### config.mk
export PLATFORM = sky130hd
export DESIGN_NAME = ula_seq_32
export DESIGN_NICKNAME = d
export VERILOG_FILES = /design/src/rtl/ula_seq_pkg.sv /design/src/rtl/ula_seq_32_ula_8_bits.sv /design/src/rtl/ula_seq_32.sv
export SDC_FILE = /design/constraint.sdc
export NUM_CORES = 1
export LEC_CHECK = 0
export ABC_AREA = 0
export CORE_MARGIN = 1.5
export CORE_UTILIZATION = 50
export CTS_CLUSTER_DIAMETER = 200
export CTS_CLUSTER_SIZE = 24
export DETAILED_ROUTE_END_ITERATION = 7
export PLACE_DENSITY = 0.78
export SLEW_MARGIN = 20
export SYNTH_ARGS = -nofsm -noshare
export SYNTH_HDL_FRONTEND = slang
export SYNTH_HIERARCHICAL = 1
export SYNTH_SLANG_ARGS = --single-unit
### constraint.sdc
create_clock -name clk -period 8.9 [get_ports clk]
set_input_delay 1.335 -clock clk [delete_from_list [all_inputs] [get_ports clk]]
set_output_delay 1.335 -clock clk [all_outputs]
set_load 0.005 [all_outputs]
### src/rtl/ula_seq_pkg.sv
// Shared types and constants for the byte-serial 74181-style sequencer.
package ula_seq_pkg;

    localparam int BYTE_W = 8;

    typedef enum logic [1:0] {
        IDLE = 2'd0,
        RUN  = 2'd1,
        DONE = 2'd2
    } state_t;

    // Byte-index width; a single-slice build still needs one bit.
    function automatic int idx_w(input int n_bytes);
        return (n_bytes > 1) ? $clog2(n_bytes) : 1;
    endfunction

    // Common 74181 selects. XOR and SUB share an encoding; m picks the meaning.
    localparam logic [3:0] S_ADD = 4'b1001;  // m=0: A plus B
    localparam logic [3:0] S_SUB = 4'b0110;  // m=0: A minus B minus 1 (with c_in=1)
    localparam logic [3:0] S_XOR = 4'b0110;  // m=1: A xor B
    localparam logic [3:0] S_AND = 4'b1011;  // m=1: A and B

endpackage

### src/rtl/ula_seq_32_ula_8_bits.sv
// 8-bit 74181-style ALU slice: active-high data, active-low carry in/out.
module ula_8_bits (
    input  logic [7:0] a,
    input  logic [7:0] b,
    input  logic [3:0] s,
    input  logic       m,
    input  logic       c_in,
    output logic [7:0] f,
    output logic       c_out,
    output logic       a_eq_b
);

    logic [7:0] op1;
    logic [7:0] op2;
    logic [8:0] sum;

    // The select lines pick two operand terms; arithmetic adds them, logic
    // mode takes their inverted XOR. a_eq_b is the open-collector "F all ones".
    always_comb begin
        op1    = a | (b & {8{s[0]}}) | (~b & {8{s[1]}});
        op2    = (a & ~b & {8{s[2]}}) | (a & b & {8{s[3]}});
        sum    = {1'b0, op1} + {1'b0, op2} + {8'b0, ~c_in};
        f      = m ? ~(op1 ^ op2) : sum[7:0];
        c_out  = ~sum[8];
        a_eq_b = &f;
    end

endmodule

### src/rtl/ula_seq_32.sv
// 32-bit 74181-style operation built by running one 8-bit ALU over the
// operand bytes LSB first, with the carry held in a register between slices.
//
// state | meaning
// IDLE  | waiting for start; result registers hold the last answer
// RUN   | one byte slice per cycle, idx selects the slice
// DONE  | one-cycle done pulse, result complete
module ula_seq_32
    import ula_seq_pkg::*;
#(
    parameter int N_BYTES = 4
) (
    input  logic                      clk,
    input  logic                      rst_n,
    input  logic                      start,
    input  logic [BYTE_W*N_BYTES-1:0] a,
    input  logic [BYTE_W*N_BYTES-1:0] b,
    input  logic [3:0]                s,
    input  logic                      m,
    input  logic                      c_in,
    output logic                      busy,
    output logic                      done,
    output logic [BYTE_W*N_BYTES-1:0] f,
    output logic                      c_out,
    output logic                      a_eq_b
);

    localparam int W  = BYTE_W * N_BYTES;
    localparam int IW = idx_w(N_BYTES);
    localparam logic [IW-1:0] IDX_LAST = IW'(N_BYTES - 1);

    state_t          state;
    state_t          state_nx;
    logic [W-1:0]    a_r;
    logic [W-1:0]    b_r;
    logic [3:0]      s_r;
    logic            m_r;
    logic            carry_r;
    logic            eq_r;
    logic [IW-1:0]   idx;
    logic [W-1:0]    f_r;
    logic            c_out_r;
    logic            a_eq_b_r;

    logic [BYTE_W-1:0] alu_a;
    logic [BYTE_W-1:0] alu_b;
    logic [BYTE_W-1:0] alu_f;
    logic              alu_c_out;
    logic              alu_a_eq_b;
    logic              last_slice;

    assign alu_a      = a_r[idx*BYTE_W +: BYTE_W];
    assign alu_b      = b_r[idx*BYTE_W +: BYTE_W];
    assign last_slice = (idx == IDX_LAST);

    ula_8_bits u_alu (
        .a      (alu_a),
        .b      (alu_b),
        .s      (s_r),
        .m      (m_r),
        .c_in   (carry_r),
        .f      (alu_f),
        .c_out  (alu_c_out),
        .a_eq_b (alu_a_eq_b)
    );

    // State register.
    always_ff @(posedge clk or negedge rst_n) begin
        if (!rst_n) state <= IDLE;
        else        state <= state_nx;
    end

    // Next-state logic; start is only looked at in IDLE, so it never queues.
    always_comb begin
        state_nx = state;
        case (state)
            IDLE:    if (start) state_nx = RUN;
            RUN:     if (last_slice) state_nx = DONE;
            DONE:    state_nx = IDLE;
            default: state_nx = IDLE;
        endcase
    end

    // Operand capture, slice write-back and carry/equality chaining.
    always_ff @(posedge clk or negedge rst_n) begin
        if (!rst_n) begin
            a_r      <= '0;
            b_r      <= '0;
            s_r      <= '0;
            m_r      <= 1'b0;
            carry_r  <= 1'b1;
            eq_r     <= 1'b0;
            idx      <= '0;
            f_r      <= '0;
            c_out_r  <= 1'b0;
            a_eq_b_r <= 1'b0;
        end else begin
            case (state)
                IDLE: begin
                    if (start) begin
                        a_r     <= a;
                        b_r     <= b;
                        s_r     <= s;
                        m_r     <= m;
                        carry_r <= c_in;
                        eq_r    <= 1'b1;
                        idx     <= '0;
                    end
                end
                RUN: begin
                    f_r[idx*BYTE_W +: BYTE_W] <= alu_f;
                    carry_r <= alu_c_out;
                    eq_r    <= eq_r & alu_a_eq_b;
                    if (last_slice) begin
                        idx      <= '0;
                        c_out_r  <= alu_c_out;
                        a_eq_b_r <= eq_r & alu_a_eq_b;
                    end else begin
                        idx <= idx + IW'(1);
                    end
                end
                default: ;
            endcase
        end
    end

    assign busy   = (state != IDLE);
    assign done   = (state == DONE);
    assign f      = f_r;
    assign c_out  = c_out_r;
    assign a_eq_b = a_eq_b_r;

endmodule

==> results.md <==
- The pin slew with the least headroom to its limit is ~0.92 ns.
- The relative slew slack is 0.389.
- The number of failing hold endpoints at the final stage is 0.
- Detailed routing inserted a total of between 3000 and 4000 vias.
- The cell area that synthesis handed to floorplanning was 5270 um^2.
- The most used flip-flop cell after synthesis is dfrtp_1.
- The cell area power density is 427 nW/um^2.
- The number of cells produced by synthesis is just under 400.
- The flow ran to the end, and the final reports show no timing, DRC or antenna violations.
- The final antenna diode count is 0.
- The area fraction in compound gates after synthesis is 0.0984.
- The clock latency of the later-clocked register in the worst-skew pair is approximately 0.37 ns.
- The share of cell area taken by muxes after synthesis is 0.236.
- Dividing the synthesized area by the synthesized cell count gives 13.6 um^2.
- In the final routed layout, each cell accounts on average for 17.4 um.
- The clock skew after layout is ~0.018 ns.
- The worst min-delay path class is register to register.
- The slack of the worst reg-to-reg path is about 4.8 ns.
- Yosys printed 6 warnings.
- Adding up every negative setup slack in the final design gives 0 ns.
- The async set-or-reset flop fraction in the synthesized netlist is 1.00.
- The clock passes through at most 2 buffers.
- In this run, synthesis inferred 0 flip-flops with an integrated enable.
- The first-pass iteration count of the detailed router is 4.
- Summing all placed instances gives a cell area of ~6500 um^2.
- STA classifies the critical path endpoint as a register.
- Counting the buffers created by CTS gives 9.
- The deepest level of the CTS H-tree is 3.
- For the worst setup path, the data arrival time is approximately 4.4 ns.
- The clock tree from TritonCTS is built.
- After synthesis, the largest family of logic cells by area is multiplexers.
- The number of cells on the worst hold path is 2.
- The core footprint is between 10000 and 15000 um^2.
- Along the worst path, the maximum fanout reaches 20.
- The post-synthesis share of cell area spent on xor and xnor gates is 0.00832.
- The total wirelength of the detailed-routed design is 11000 um.
- The start of the worst register-to-register path is idx[1]$_DFFE_PN0P_.
- When the netlist entered floorplanning its net count stood at approximately 480.
- The final count of pins violating max slew is 0.
- The master cell of the clock root buffer is clkbuf_8.
- The ratio of cells with drive above 1 in the final layout is 0.0907.
- Yosys mapped the design onto 45 distinct sky130hd cell types.
- The number of global-route vias before repair is around 3700.
- Clock-pin slew was measured on the worst setup and hold paths at around 0.11 ns.
- In the global route stage, overall resource usage came out at 0.213.
- The number of cell instances on the worst register-to-register path is 13.
- The number of hold buffers added after CTS was 0.
- The number of non-filler instances in the completed layout is 632.
- The final weighted congestion of routability-driven global placement is approximately 0.8.
- The net total in the final layout is between 500 and 600.
- The worst setup path is launched from a register.
- Setup violations remaining at the end of the flow were counted as 0.
- In the finished design, the share of the clock period the worst path needs comes to 0.460.
- Once detailed placement completed, the half-perimeter wirelength came to around 8200 um.
- The total of max-cap violations is 0.
- The final hold slack is 0.491 ns.
- The number of buffers inserted to repair setup after CTS is 0.
- The category of the critical setup timing path is register to register.
- The most common library cell in the layout ignoring fill and taps is dfrtp_1.
- The first global-routing pass estimated 18500 um of wire.
- The number of antenna-violating nets in the routed design is 0.
- After detailed routing, the number of vias per cell comes to ~5.5.
- Static timing analysis puts the maximum clock frequency at approximately 240 MHz.
- The initial standard-cell utilization of the core is 0.512.
- The maximum vdd ir drop is 0.241 mV.
- Leaving out fill and tap cells, the most frequent cells in the layout are dfrtp_1 (108), clkdlybuf4s50_1 (107), mux2_1 (69), nand2_1 (27), a22o_1 (24).
- The endpoint identified for the worst register-to-register timing path is a_eq_b$_DFFE_PN0P_.
- The number of cells in the design after placement is a little over 600.
- The end of the worst hold path is f[14]$_DFFE_PN0P_.
- The die covers 11200 um^2.
- The register bit total from synthesis is roughly 110.
- From synthesis to final layout, the design area changed by 26.8%.
- The start point of the worst min-delay path is f[14]$_DFFE_PN0P_.
- The leakage component of the power is approximately 2.8 nW.
- The maximum number of pins on one net before global-route repair is between 70 and 80.
- The width of the die is 106 um.
- The required time at the endpoint of the critical path is 9.18 ns.
- The floorplan step set the die height to roughly 110 um.
- The detailed-route DRC error count is 0.
- The quantity of I/O buffers inserted on ports is approximately 110.
- The CTS sink count is roughly 110.
- The top-level port count is roughly 110.
- Of the total synthesized cell area, the portion taken by full adders, half adders and majority gates is 0.0409.
- The final non-filler cell area is 6680 um^2.
- The sum of overflow across all layers after global routing is 0.
- The simple-gate share of the synthesized area is 0.0760.
- Setup repair after global routing left no endpoint under its margin.
- The number of instances resized during post-cts repair is 0.
- The initial antenna violation count was 0.
- The count of routing violations after the opening detailed-route iteration is around 130.
- Of the synthesized area, sequential elements account for 0.518.
- The number of standard-cell rows in the floorplan is 37.
- The final critical delay including setup and external delays is about 4.1 ns.
how the worst max path moves through the flow:
stage,start,end,depth (start not counted)
after floorplan,idx[1]$_DFFE_PN0P_,a_eq_b$_DFFE_PN0P_,15
after global placement,idx[1]$_DFFE_PN0P_,a_eq_b$_DFFE_PN0P_,13
after detailed placement,idx[1]$_DFFE_PN0P_,a_eq_b$_DFFE_PN0P_,13
after CTS,idx[1]$_DFFE_PN0P_,a_eq_b$_DFFE_PN0P_,13
after global routing,idx[1]$_DFFE_PN0P_,a_eq_b$_DFFE_PN0P_,13
final,idx[1]$_DFFE_PN0P_,a_eq_b$_DFFE_PN0P_,13
metrics by stage:
stage / utilization / setup slack [ns] / total power [mW]
floorplan: - / 5.34 / 2.01
global placement: 0.628 / 5.05 / 2.48
detailed placement: 0.628 / 4.89 / 2.53
CTS: 0.649 / 4.80 / 2.86
global route: 0.650 / 4.55 / 3.08
finish: 0.650 / 4.81 / 2.85
where the power goes:
part	internal, mW	switching, mW
sequential	0.727	0.166
clock	0.160	0.166
combinational	0.778	0.852
total	1.67	1.18
cell type report:
| type | count | area, um^2 |
|---|---|---|
| Fill cell | 828 | 3600 |
| Tap cell | 136 | 170 |
| Clock inverter | 5 | 82.6 |
| Timing Repair Buffer | 111 | 1100 |
| Clock buffer | 11 | 131 |
| Inverter | 9 | 33.8 |
| Multi-Input combinational cell | 251 | 2430 |
| Sequential cell | 109 | 2730 |
per-layer routing:
layer / vias up / part of all wire / track usage
met1: 1721 / 0.45 / 0.299
li1: 1627 / - / -
met2: 89 / 0.50 / 0.347
met3: 15 / 0.036 / 0.0309
met4: 0 / 0.016 / 0.0656
met5: - / 0 / 0
synth_stat cells (all sizes together) (3+ instances only):
library cell	count	area, um^2
a211o	8	70.1
a211oi	4	40.0
a21oi	5	25.0
a22o	24	210
buf	14	68.8
clkbuf	4	16.3
dfrtp	108	2700
ha	14	175
inv	9	33.8
mux2	71	800
mux2i	8	80.1
mux4	16	360
nand2	27	101
nand3b	3	22.5
nor2	5	18.8
nor2b	18	113
o21ai	15	75.1
xnor2	4	35.0
flip-flops by register name, indices dropped and copies added, names as in the netlist:
| name | flops |
|---|---|
| c_out | 1 |
| eq_r | 1 |
| s_r | 4 |
| f | 32 |
| a_r | 32 |
| state | 2 |
| m_r | 1 |
| idx | 2 |
| a_eq_b | 1 |
| b_r | 32 |
| carry_r | 1 |
critical path, stage by stage, from the launching register on:
cell and delay, ns:
dfrtp_1 0.91, mux4_2 0.46, mux2i_1 0.15, nor2b_1 0.20
fa_1 0.24, inv_1 0.06, fa_1 0.36, nand2b_1 0.18
o2bb2ai_1 0.17, a211oi_1 0.56, and4_1 0.28, and4_1 0.22
nand2_1 0.05, o21ai_0 0.16
cell families after synthesis:
family / Yosys count
muxes: 95
buffers and inverters: 27
and+or+nand+nor: 67
xor gates and xnor gates: 5
AOI/OAI and AO/OA: 68
DFF: 109
adders and majority gates: 16
(Power assumes the default switching activity.)
